[config.mk]
export PLATFORM = sky130hd
export DESIGN_NAME = pc_fetch_unit_flat
export DESIGN_NICKNAME = d
export VERILOG_FILES = /design/src/rtl/mips_pkg.sv /design/src/rtl/pc_fetch_unit_if.sv /design/src/rtl/fetch_buf.sv /design/src/rtl/pc_fetch_unit.sv /design/src/flat_wrapper.sv
export SDC_FILE = /design/constraint.sdc
export NUM_CORES = 1
export LEC_CHECK = 0
export CORE_ASPECT_RATIO = 0.7
export CORE_MARGIN = 2
export CORE_UTILIZATION = 50
export DETAILED_ROUTE_END_ITERATION = 10
export PLACE_DENSITY_LB_ADDON = 0.2
export SYNTH_ARGS = -nofsm -noshare
export SYNTH_HDL_FRONTEND = slang
export SYNTH_HIERARCHICAL = 1
export SYNTH_SLANG_ARGS = --single-unit
[constraint.sdc]
create_clock -name clk -period 12.1 [get_ports clk]
set_input_delay 2.42 -clock clk [delete_from_list [all_inputs] [get_ports clk]]
set_output_delay 2.42 -clock clk [all_outputs]
set_load 0.01 [all_outputs]
[src/rtl/mips_pkg.sv]
// Shared fetch-path definitions: reset vector, instruction-memory geometry and the queued entry type.
package mips_pkg;

    localparam logic [31:0] RESET_PC  = 32'h0000_3000;
    localparam int          IM_ADDR_W = 10;
    localparam int          INSTR_W   = 32;
    localparam int          BUF_DEPTH = 2;

    localparam logic [INSTR_W-1:0] NOP = 32'h0000_0000;

    typedef struct packed {
        logic [31:0]        pc;
        logic [INSTR_W-1:0] instr;
    } fetch_entry_t;

    // Word index of a byte address, as seen by the instruction memory.
    function automatic logic [IM_ADDR_W-1:0] word_idx(input logic [31:0] byte_addr);
        return byte_addr[IM_ADDR_W+1:2];
    endfunction

endpackage

[src/rtl/pc_fetch_unit_if.sv]
// Fetch-stage bus: redirect input, instruction-memory port and decode handshake.
interface pc_fetch_unit_if;
    import mips_pkg::*;

    logic                 redirect_valid;
    logic [31:0]          redirect_addr;
    logic                 im_req_en;
    logic [IM_ADDR_W-1:0] im_req_addr;
    logic [INSTR_W-1:0]   im_rdata;
    logic                 if_valid;
    logic                 if_ready;
    logic [INSTR_W-1:0]   if_instr;
    logic [31:0]          if_pc;
    logic [IM_ADDR_W-1:0] im_out_addr;
    logic                 misalign_err;

    modport master (
        input  redirect_valid, redirect_addr, im_rdata, if_ready,
        output im_req_en, im_req_addr, if_valid, if_instr, if_pc, im_out_addr, misalign_err
    );

    modport slave (
        output redirect_valid, redirect_addr, im_rdata, if_ready,
        input  im_req_en, im_req_addr, if_valid, if_instr, if_pc, im_out_addr, misalign_err
    );

endinterface

[src/rtl/fetch_buf.sv]
// Two-entry FIFO of fetched {pc, instr}; flush beats push, a pop alongside a flush is still consumed.
module fetch_buf
    import mips_pkg::*;
(
    input  logic         clk,
    input  logic         rst,
    input  logic         push_i,
    input  fetch_entry_t push_data_i,
    input  logic         pop_i,
    input  logic         flush_i,
    output logic [1:0]   count_o,
    output fetch_entry_t head_o
);

    fetch_entry_t entries_q [BUF_DEPTH];
    logic         rd_ptr_q, rd_ptr_d;
    logic         wr_ptr_q, wr_ptr_d;
    logic [1:0]   count_q, count_d;

    always_comb begin
        rd_ptr_d = rd_ptr_q;
        wr_ptr_d = wr_ptr_q;
        count_d  = count_q;
        if (flush_i) begin
            rd_ptr_d = 1'b0;
            wr_ptr_d = 1'b0;
            count_d  = 2'd0;
        end else begin
            if (push_i) wr_ptr_d = ~wr_ptr_q;
            if (pop_i)  rd_ptr_d = ~rd_ptr_q;
            count_d = count_q + 2'(push_i) - 2'(pop_i);
        end
    end

    always_ff @(posedge clk) begin
        if (rst) begin
            rd_ptr_q <= 1'b0;
            wr_ptr_q <= 1'b0;
            count_q  <= 2'd0;
        end else begin
            rd_ptr_q <= rd_ptr_d;
            wr_ptr_q <= wr_ptr_d;
            count_q  <= count_d;
        end
    end

    // Payload storage carries no reset; count alone decides what is visible.
    always_ff @(posedge clk) begin
        if (push_i && !flush_i) entries_q[wr_ptr_q] <= push_data_i;
    end

    assign count_o = count_q;
    assign head_o  = entries_q[rd_ptr_q];

endmodule

[src/rtl/pc_fetch_unit.sv]
// Instruction fetch: owns the PC, issues one-cycle-latency memory reads and queues results for decode.
module pc_fetch_unit
    import mips_pkg::*;
#(
    parameter logic [31:0] RESET_PC_P = RESET_PC
) (
    input  logic              clk,
    input  logic              rst,
    pc_fetch_unit_if.master   bus
);

    logic [31:0]  fetch_pc_q, fetch_pc_d;
    logic         inflight_q, inflight_d;
    logic         epoch_q, epoch_d;
    logic         req_epoch_q;
    logic [31:0]  req_pc_q;
    logic         misalign_q, misalign_d;

    logic         redirect;
    logic         pop;
    logic         push;
    logic         issue;
    logic         head_valid;
    logic [1:0]   count;
    logic [2:0]   occupancy;
    fetch_entry_t head;
    fetch_entry_t push_entry;

    assign redirect   = bus.redirect_valid & ~rst;
    assign head_valid = ~rst & (count != 2'd0);
    assign pop        = head_valid & bus.if_ready;

    // Entries held after this cycle, counting the outstanding read.
    assign occupancy  = {1'b0, count} + 3'(inflight_q) - 3'(pop);
    assign issue      = ~rst & ~redirect & (occupancy < 3'(BUF_DEPTH));

    // Responses tagged with a stale epoch belong to a flushed path.
    assign push       = inflight_q & (req_epoch_q == epoch_q) & ~redirect;
    assign push_entry = '{pc: req_pc_q, instr: bus.im_rdata};

    fetch_buf u_fetch_buf (
        .clk         (clk),
        .rst         (rst),
        .push_i      (push),
        .push_data_i (push_entry),
        .pop_i       (pop),
        .flush_i     (redirect),
        .count_o     (count),
        .head_o      (head)
    );

    always_comb begin
        fetch_pc_d = fetch_pc_q;
        inflight_d = issue;
        epoch_d    = epoch_q;
        misalign_d = 1'b0;
        if (redirect) begin
            fetch_pc_d = {bus.redirect_addr[31:2], 2'b00};
            epoch_d    = ~epoch_q;
            misalign_d = (bus.redirect_addr[1:0] != 2'b00);
        end else if (issue) begin
            fetch_pc_d = fetch_pc_q + 32'd4;
        end
    end

    always_ff @(posedge clk) begin
        if (rst) begin
            fetch_pc_q <= RESET_PC_P;
            inflight_q <= 1'b0;
            epoch_q    <= 1'b0;
            misalign_q <= 1'b0;
        end else begin
            fetch_pc_q <= fetch_pc_d;
            inflight_q <= inflight_d;
            epoch_q    <= epoch_d;
            misalign_q <= misalign_d;
        end
    end

    always_ff @(posedge clk) begin
        req_pc_q    <= fetch_pc_q;
        req_epoch_q <= epoch_q;
    end

    assign bus.im_req_en    = issue;
    assign bus.im_req_addr  = rst ? word_idx(RESET_PC_P) : word_idx(fetch_pc_q);
    assign bus.if_valid     = head_valid;
    assign bus.if_instr     = head_valid ? head.instr : NOP;
    assign bus.if_pc        = head_valid ? head.pc : 32'h0000_0000;
    assign bus.im_out_addr  = word_idx(bus.if_pc);
    assign bus.misalign_err = misalign_q & ~rst;

endmodule

[src/flat_wrapper.sv]
// flat-port wrapper written by rule: the top's interface ports become plain ports
module pc_fetch_unit_flat import mips_pkg::*;
#(
    parameter logic [31:0] RESET_PC_P = RESET_PC
)
  (clk, rst, bus_redirect_valid, bus_redirect_addr, bus_im_rdata, bus_if_ready, bus_im_req_en, bus_im_req_addr, bus_if_valid, bus_if_instr, bus_if_pc, bus_im_out_addr, bus_misalign_err);
  pc_fetch_unit_if bus_i ();
  input  logic clk;
  input  logic rst;
  input wire logic [$bits(bus_i.redirect_valid)-1:0] bus_redirect_valid;
  input wire logic [$bits(bus_i.redirect_addr)-1:0] bus_redirect_addr;
  input wire logic [$bits(bus_i.im_rdata)-1:0] bus_im_rdata;
  input wire logic [$bits(bus_i.if_ready)-1:0] bus_if_ready;
  output wire logic [$bits(bus_i.im_req_en)-1:0] bus_im_req_en;
  output wire logic [$bits(bus_i.im_req_addr)-1:0] bus_im_req_addr;
  output wire logic [$bits(bus_i.if_valid)-1:0] bus_if_valid;
  output wire logic [$bits(bus_i.if_instr)-1:0] bus_if_instr;
  output wire logic [$bits(bus_i.if_pc)-1:0] bus_if_pc;
  output wire logic [$bits(bus_i.im_out_addr)-1:0] bus_im_out_addr;
  output wire logic [$bits(bus_i.misalign_err)-1:0] bus_misalign_err;
  assign bus_i.redirect_valid = bus_redirect_valid;
  assign bus_i.redirect_addr = bus_redirect_addr;
  assign bus_i.im_rdata = bus_im_rdata;
  assign bus_i.if_ready = bus_if_ready;
  assign bus_im_req_en = bus_i.im_req_en;
  assign bus_im_req_addr = bus_i.im_req_addr;
  assign bus_if_valid = bus_i.if_valid;
  assign bus_if_instr = bus_i.if_instr;
  assign bus_if_pc = bus_i.if_pc;
  assign bus_im_out_addr = bus_i.im_out_addr;
  assign bus_misalign_err = bus_i.misalign_err;
  pc_fetch_unit #(.RESET_PC_P(RESET_PC_P)) u_core (.clk(clk), .rst(rst), .bus(bus_i));
endmodule
[After elaboration in Yosys (flattened, before gate mapping)]
Memory sizes are Yosys's and may differ from the RTL's. A register that Yosys moved wholly into a read port is not among the register bits.
Index checks and enable logic that the tools add are counted.
Word-level totals
  register bits: 72
  latch bits: 0
  RAM bits: 128
  bits in read-only memories: 0
  input port bits: 68
  output and inout bits: 87
  logic and storage cells: 47
  memories kept: 1
Memories
  u_core.u_fetch_buf.entries_q: depth 2, bits a word 64, rd ports 1, clocked after Yosys merged registers in 1, wr ports 1, RTL line fetch_buf.sv:15  | fetch_entry_t entries_q [BUF_DEPTH];
Cells by class
  $add $sub $neg: 5
  $mul: 0
  div/mod/pow operators: 0
  magnitude comparators: 1
  equality and inequality tests: 1
  shift operators: 0
  multiplexer cells: 9
  bitwise logic cells: 13
  reductions and logical operators: 7
Operators by type and width (count)
  32-bit two-way mux: 4
  32-bit by 3-bit adder with 32-bit output, second input constant: 1
  10-bit two-way mux: 1
  1-bit bitwise AND: 8
  2-bit nonzero test: 3
  1-bit inverter: 5
  1-bit two-way mux: 4
  2-bit OR reduction: 2
  2-bit by 1-bit adder with 3-bit output: 1
  3-bit by 2-bit < comparator with 1-bit output, second input constant: 1
  3-bit by 1-bit subtractor with 3-bit output: 1
  2-bit by 1-bit adder with 2-bit output: 1
  2-bit by 1-bit subtractor with 2-bit output: 1
  1-bit == test: 1
  1-bit logical AND: 1
  1-bit logical NOT: 1

[Logic depth before layout (Yosys ltp)]
Gate-level depths: netlist of run 1.
  word-level depth: 8
  gate-level depth with buffers: 14
  mapped depth without buffers: 11

[Cells and area by module]
The synthesis of run 1 kept the hierarchy.
Modules (own cells, without submodules)
  fetch_buf: instances 1, cells an instance 218, area an instance 5137.4 µm², sequential area each 3943.8 µm²
  pc_fetch_unit: instances 1, cells an instance 348, area an instance 3070.4 µm², sequential area each 1281.2 µm²

[Least setup slack after synthesis of run 1]
Ideal clock, no wire load.
  kind: input-to-reg
  start: input rst
  end: memory u_core/u_fetch_buf/entries_q[0][0] (netlist bit) (enable)
  library setup time: 0.578 ns
  arrival time: 7.808 ns
  required time: 11.522 ns
  setup slack: 3.714 ns
  stages: 4
  buffers on the path: 1
  cell sequence: buf_6 -> nor2_1 -> nor3b_1 -> nor3b_1
Between the ends
  cells in the longest elaborated chain, start to end: 7
  elaborated cells on any way between the ends: 8
  classes of those cells: mux (2); bitwise (4); reduce/logical (2)
RTL lines
  start: declaration: RTL line flat_wrapper.sv:9  | input logic rst;
  1-bit inverter: RTL line pc_fetch_unit.sv:29  | assign redirect = bus.redirect_valid & ~rst;
  1-bit bitwise AND: RTL line pc_fetch_unit.sv:29
  named net u_core.redirect: RTL line pc_fetch_unit.sv:19  | logic redirect;
  1-bit inverter: RTL line pc_fetch_unit.sv:38  | assign push = inflight_q & (req_epoch_q == epoch_q) & ~redirect;
  1-bit bitwise AND: RTL line pc_fetch_unit.sv:38
  named net u_core.push: RTL line pc_fetch_unit.sv:21  | logic push;
  1-bit logical AND: RTL line fetch_buf.sv:49  | if (push_i && !flush_i) entries_q[wr_ptr_q] <= push_data_i;
  1-bit two-way mux: RTL line fetch_buf.sv:49
  1-bit two-way mux (not written as such): RTL line fetch_buf.sv:49
  end: declaration: RTL line fetch_buf.sv:15
The timed path passes the listed nets, and every way through them passes these cells.

[Worst setup path in the final report of run 1]
  start: input rst
  end: output bus_im_req_en
Between the ends
  cells in the longest elaborated chain, start to end: 6
  elaborated cells on any way between the ends: 9
  classes of those cells: add/sub (1); order compare (1); bitwise (7)
RTL lines
  1-bit inverter: RTL line pc_fetch_unit.sv:30  | assign head_valid = ~rst & (count != 2'd0);
  1-bit bitwise AND: RTL line pc_fetch_unit.sv:30
  1-bit bitwise AND: RTL line pc_fetch_unit.sv:31  | assign pop = head_valid & bus.if_ready;
  named net u_core.pop: RTL line pc_fetch_unit.sv:20  | logic pop;
  3-bit by 1-bit subtractor with 3-bit output: RTL line pc_fetch_unit.sv:34  | assign occupancy = {1'b0, count} + 3'(inflight_q) - 3'(pop);
  3-bit by 2-bit < comparator with 1-bit output: RTL line pc_fetch_unit.sv:35  | assign issue = ~rst & ~redirect & (occupancy < 3'(BUF_DEPTH));
  1-bit bitwise AND: RTL line pc_fetch_unit.sv:35
  end: declaration: RTL line flat_wrapper.sv:14  | output wire logic [$bits(bus_i.im_req_en)-1:0] bus_im_req_en;
The timed path passes the listed nets, and every way through them passes these cells.

==> results of run 1 <==
-- logic make-up after synthesis --
family,count (synthesis),share of synthesized area
other,1,0.000457
AND/OR/NAND/NOR,183,0.129
buffers and inverters,46,0.0413
flip-flops,197,0.637
AO/OA/AOI/OAI,39,0.0343
XOR/XNOR,29,0.0326
adder cells (fa/ha/maj),5,0.00854
multiplexers,66,0.118
-- flip-flops by register name, indices dropped and copies added, names as in the netlist, named ones only --
signal,flops
u_core/u_fetch_buf/entries_q,128
u_core/fetch_pc_q,30
u_core/req_pc_q,30
u_core/u_fetch_buf/count_o,2
u_core/epoch_q,1
u_core/inflight_q,1
u_core/misalign_q,1
u_core/req_epoch_q,1
u_core/u_fetch_buf/rd_ptr_q,1
u_core/u_fetch_buf/wr_ptr_q,1
-- cells in the mapped netlist, drive strengths merged --
cell	count	share of area
a221oi	1	0.0011
xnor2	13	0.014
o311ai	1	0.0011
nor3b	5	0.0059
nor4	2	0.0023
xor2	15	0.016
nand2	20	0.010
o211a	1	0.0012
a211oi	15	0.014
inv	10	0.0046
fa	1	0.0024
buf	22	0.030
ha	4	0.0061
dfxtp	69	0.17
and3b	1	0.0011
nor2b	11	0.0084
a31oi	1	0.00076
o21a	5	0.0046
clkbuf	14	0.0064
a21oi	4	0.0024
nor2	28	0.013
and3	2	0.0015
nand4	16	0.013
or3	2	0.0015
and2	68	0.052
conb	1	0.00046
nand2b	1	0.00076
a21o	1	0.00091
o211ai	3	0.0027
and4	3	0.0032
o21ai	5	0.0030
or4	1	0.00091
edfxtp	128	0.47
mux2	64	0.12
a311oi	2	0.0021
nor3	9	0.0067
nand3	14	0.0085
xnor3	1	0.0027
mux2i	2	0.0024
-- stage by stage --
step                      instance area, um2  std cells  total power (W)   util  setup WS (ps)
after floorplan                         8220        569         0.000842      -           3710
after global placement                  9800        918         0.000897  0.605           4020
after detailed placement                9800        918         0.000901  0.605           3940
after CTS                              10400        950          0.00145  0.641           3930
after global routing                   10400        950          0.00149  0.641           3760
final                                  10400        950          0.00144  0.641           3920
-- layout make-up --
class	count	area (um2)	area share
inverters	10	37.5	0.00361
clock inverters	13	149	0.0143
clock buffers	19	433	0.0417
repair buffers	160	1590	0.153
flip-flops and latches	197	5230	0.503
well taps	225	282	0.0271
multi-input cells	326	2670	0.257
-- power groups by stage --
stage	sequential (W)	clock [W]	combinational [W]
2_1_floorplan	0.000774	0	0.0000682
3_3_place_gp	0.000777	0	0.000120
3_5_place_dp	0.000779	0	0.000122
4_1_cts	0.000764	0.000565	0.000123
5_1_grt	0.000767	0.000591	0.000131
6_report	0.000764	0.000553	0.000121
-- routing by layer --
metal | track usage | share of wire
met3 | 0.0403 | 0.045
met4 | 0.0606 | 0.0067
met1 | 0.233 | 0.45
met2 | 0.309 | 0.50
met5 | 0 | 0
-- path summary, 6_finish.rpt --
kind | startpoint | end | slack [ps]
setup / recovery | rst | bus_im_req_en | 3920
hold reg to reg | u_core/fetch_pc_q[28] | u_core/req_pc_q[28] | 370
hold / removal | u_core/fetch_pc_q[28] | u_core/req_pc_q[28] | 370
setup reg to reg | u_core/u_fetch_buf/count_o[1] | u_core/fetch_pc_q[23] | 8570
==> results.json, run 1 <==
{
  "status": "complete, no violations",
  "setup_viol": 0,
  "vias": 4759,
  "grt_pass1_wl_um": 24100,
  "cp_cell_sequence": "clkdlybuf4s50_1 -> buf_4 -> nor2_4 -> and2_1 -> ha_1 -> nand2b_1 -> fa_1 -> xnor2_1 -> and2_1 -> clkdlybuf4s50_1",
  "root_buffer": "clkbuf_16",
  "intPower_w": 0.00113,
  "wl_per_cell_um": 16.4,
  "swShare": 0.218,
  "syn-instance-count": 566,
  "cp_top_family": "buffers and inverters",
  "viasPerCell": 5.01,
  "hold_path_class": "flip-flop to flip-flop",
  "cts_tree": "built",
  "ir_drop_uv": 101,
  "drive_gt1_frac": 0.154,
  "ant_nets": 0,
  "mostFrequentLayoutCells": "clkdlybuf4s50_1 (154), edfxtp_1 (128), and2_1 (68), dfxtp_1 (68), mux2_4 (60)",
  "endpoint_kind": "output port",
  "cp_slowest_cell": "clkdlybuf4s50_1",
  "drcViolationCount": 0,
  "fp.dieW_um": 157,
  "r2r.worst_path.cells": 11,
  "clockBufferDepth": 2,
  "placementRows": 39,
  "slew_viol_final": 0,
  "dr.pass1.iters": 4,
  "power_frac_comb": 0.084,
  "post-route-min-period_ps": 8180,
  "port_buffers": 154,
  "die_h_um": 111,
  "netlist_area_um2": 8210,
  "hold_buffers": 0,
  "fill_cells": 1244,
  "maxCapViolCount": 0,
  "p_seq_frac": 0.531,
  "syn_area_per_cell_um2": 14.5,
  "antenna-diode-count": 0,
  "skew_ps": 9.34,
  "routed_wirelength_um": 15600,
  "die-area_um2": 17500,
  "grt_setup_unrepaired": "no",
  "max_clock_freq_ghz": 0.122,
  "start_util": 0.507,
  "area_delta_synth_final_pct": 26.5,
  "globalplace.congestion": 0.819,
  "htreeDepth": 4,
  "clockPowerShare": 0.385,
  "slowest_delay_ps": 590,
  "cts_buffers": 17,
  "netlist-cell-type-count": 51,
  "ys_seq_elements": 197,
  "final_common_cell": "clkdlybuf4s50_1",
  "min_delay_path_depth": 0,
  "fin_nets": 785,
  "drt_iter0_drc": 295,
  "grt_max_degree": 66,
  "relSlewSlack": 0.364,
  "postCtsSetupRepairBufs": 0,
  "hold_slack_ps": 374,
  "crit_cells": 10,
  "grt_usage": 0.183,
  "powerDensity_nw_per_um2": 139,
  "tightestPinTransition_ps": 954,
  "core_area_um2": 16200,
  "required_ps": 9680,
  "worstSetupPathType": "input port to output port",
  "ys_seq_area_frac": 0.637,
  "hold_viol_final": 0,
  "post-dp-hpwl_um": 10000,
  "grt_pass1_vias": 4758,
  "antenna_found_initial": 0,
  "clk_latency_ps": 420,
  "io_pins": 155,
  "timing.setup.tns_ps": 0,
  "path_buf_inv": 3,
  "overflow": 0,
  "p_leak_nw": 3.68,
  "p_sw_w": 0.000313,
  "worstPathArrival_ps": 5760,
  "fin_crit_sh": 0.676,
  "critPathLaunchType": "input port",
  "ctsResizeCount": 0,
  "cts.clk_slew.worst_paths_ps": 70,
  "yosysWarnings": 6,
  "critPathMaxFanout": 42,
  "cts_sinks": 197
}
(Power assumes the default switching activity.)
==> run 2, diff against run 1 <==
Settings changed: CORE_UTILIZATION 50 to 47.
Clock period 12.1 ns to 7.19 ns, I/O delays scaled along.
==> results.json, run 2 (synthesis results as in run 1) <==
{
  "worstPathArrival_ps": 4280,
  "p_leak_nw": 3.70,
  "tightestPinTransition_ps": 974,
  "r2r_start": "u_core/u_fetch_buf/count_o[1]",
  "cts_sinks": 197,
  "worstSetupPathType": "input port to output port",
  "core_area_um2": 17100,
  "critPathLaunchType": "input port",
  "grt_setup_unrepaired": "no",
  "fill_cells": 1344,
  "post-dp-hpwl_um": 10800,
  "cts_tree": "built",
  "swShare": 0.217,
  "grt_usage": 0.177,
  "hold_path_class": "flip-flop to flip-flop",
  "port_buffers": 154,
  "viasPerCell": 5.02,
  "grt_pass1_vias": 4819,
  "drt_iter0_drc": 276,
  "area_delta_synth_final_pct": 27.1,
  "holdCritStartpoint": "u_core/fetch_pc_q[27]",
  "globalplace.congestion": 0.861,
  "max_clock_freq_ghz": 0.175,
  "regMostFlops": "u_core/u_fetch_buf/entries_q",
  "hold_slack_ps": 392,
  "seq_area_um2": 5230,
  "p_sw_w": 0.000530,
  "fin_crit_sh": 0.795,
  "root_buffer": "clkbuf_16",
  "dr.pass1.iters": 4,
  "mostFrequentLayoutCells": "clkdlybuf4s50_1 (153), edfxtp_1 (128), and2_1 (68), dfxtp_1 (68), mux2_4 (60)",
  "grt_pass1_wl_um": 24800,
  "placementRows": 40,
  "timing.rr.end": "u_core/fetch_pc_q[20]",
  "cts_buffers": 17,
  "timing.setup.tns_ps": 0,
  "cts.clk_slew.worst_paths_ps": 70,
  "min_to": "u_core/req_pc_q[27]",
  "vias": 4802,
  "clk_latency_ps": 430,
  "status": "complete, no violations",
  "intPower_w": 0.00191,
  "hold_viol_final": 0,
  "slew_viol_final": 0,
  "required_ps": 5750,
  "fin_nets": 786,
  "post-route-min-period_ps": 5720,
  "drive_gt1_frac": 0.160,
  "maxCapViolCount": 0,
  "skew_ps": 9.10,
  "multiInputGateArea_um2": 2680,
  "die-area_um2": 18600,
  "antenna_found_initial": 0,
  "setup_viol": 0,
  "clockPowerShare": 0.387,
  "drcViolationCount": 0,
  "io_pins": 155,
  "ctsResizeCount": 0,
  "reg_top3": "u_core/u_fetch_buf/entries_q x128, u_core/fetch_pc_q x30, u_core/req_pc_q x30",
  "p_seq_frac": 0.528,
  "fp.dieW_um": 162,
  "grt_max_degree": 66,
  "critPathMaxFanout": 6,
  "min_delay_path_depth": 0,
  "postCtsSetupRepairBufs": 0,
  "endpoint_kind": "output port",
  "largest_register_ffs": 128,
  "routed_wirelength_um": 16000,
  "ir_drop_uv": 173,
  "overflow": 0,
  "wl_per_cell_um": 16.7,
  "antenna-diode-count": 0,
  "die_h_um": 115,
  "relSlewSlack": 0.348,
  "hold_buffers": 0,
  "final_common_cell": "clkdlybuf4s50_1",
  "clockBufferDepth": 2,
  "power_frac_comb": 0.085,
  "start_util": 0.480,
  "r2r_setup_slack_ps": 3490,
  "r2r.worst_path.cells": 11,
  "htreeDepth": 4,
  "powerDensity_nw_per_um2": 234,
  "ant_nets": 0
}
-- run 2: cell count changes in the layout (fill, tap and decap cells not counted), moves of 2 or more --
cell,before,now
clkinv_4,1,3
clkbuf_16,17,19
inv_6,1,3
inv_8,3,0
clkbuf_1,2,0
-- run 2: how the worst max path moves through the flow --
stage | from | to | slack (ps) | cells after the start
final | bus_if_ready | bus_im_req_en | 1470 | 8
after global routing | bus_if_ready | bus_im_req_en | 1300 | 8
after CTS | bus_if_ready | bus_im_req_en | 1440 | 8
after detailed placement | bus_if_ready | bus_im_req_en | 1450 | 8
after floorplan | rst | u_core/u_fetch_buf/entries_q[0][0] | 2060 | 4
after global placement | bus_if_ready | bus_im_req_en | 1520 | 8
-- run 2: power groups by stage --
stage               clock (W)  combinational [W]  sequential, W
floorplan                   0           0.000115        0.00130
finish               0.000944           0.000207        0.00129
detailed placement          0           0.000208        0.00131
global placement            0           0.000204        0.00131
CTS                  0.000964           0.000210        0.00129
global route          0.00101           0.000223        0.00129
-- run 2: cell type report --
| type | instances | share of cell area |
|---|---|---|
| flip-flops and latches | 197 | 0.501 |
| clock buffers | 20 | 0.0469 |
| inverters | 10 | 0.00360 |
| repair buffers | 161 | 0.153 |
| multi-input cells | 326 | 0.256 |
| well taps | 231 | 0.0277 |
| clock inverters | 12 | 0.0109 |
-- run 2: per-layer routing --
metal  track usage  share of wire  up-vias
li1              -              -     2325
met1         0.225           0.44     2310
met2         0.299           0.48      148
met3        0.0406          0.061       19
met4        0.0602          0.013        0
met5             0              0        -
-- run 2: stage by stage --
stage               setup slack (ps)  cell area (um2)  std cells  total power [W]   util
floorplan                       2060             8220        569          0.00142      -
global placement                1520             9830        925          0.00151  0.574
detailed placement              1450             9830        925          0.00152  0.574
CTS                             1440            10400        957          0.00246  0.610
global route                    1300            10400        957          0.00253  0.610
finish                          1470            10400        957          0.00244  0.610
-- run 2: critical path, stage by stage --
cell and delay (ps):
clkdlybuf4s50_1 460, and2_1 230, ha_1 260, nand2b_1 150
fa_1 380, xnor2_1 400, and2_1 360, clkdlybuf4s50_1 610
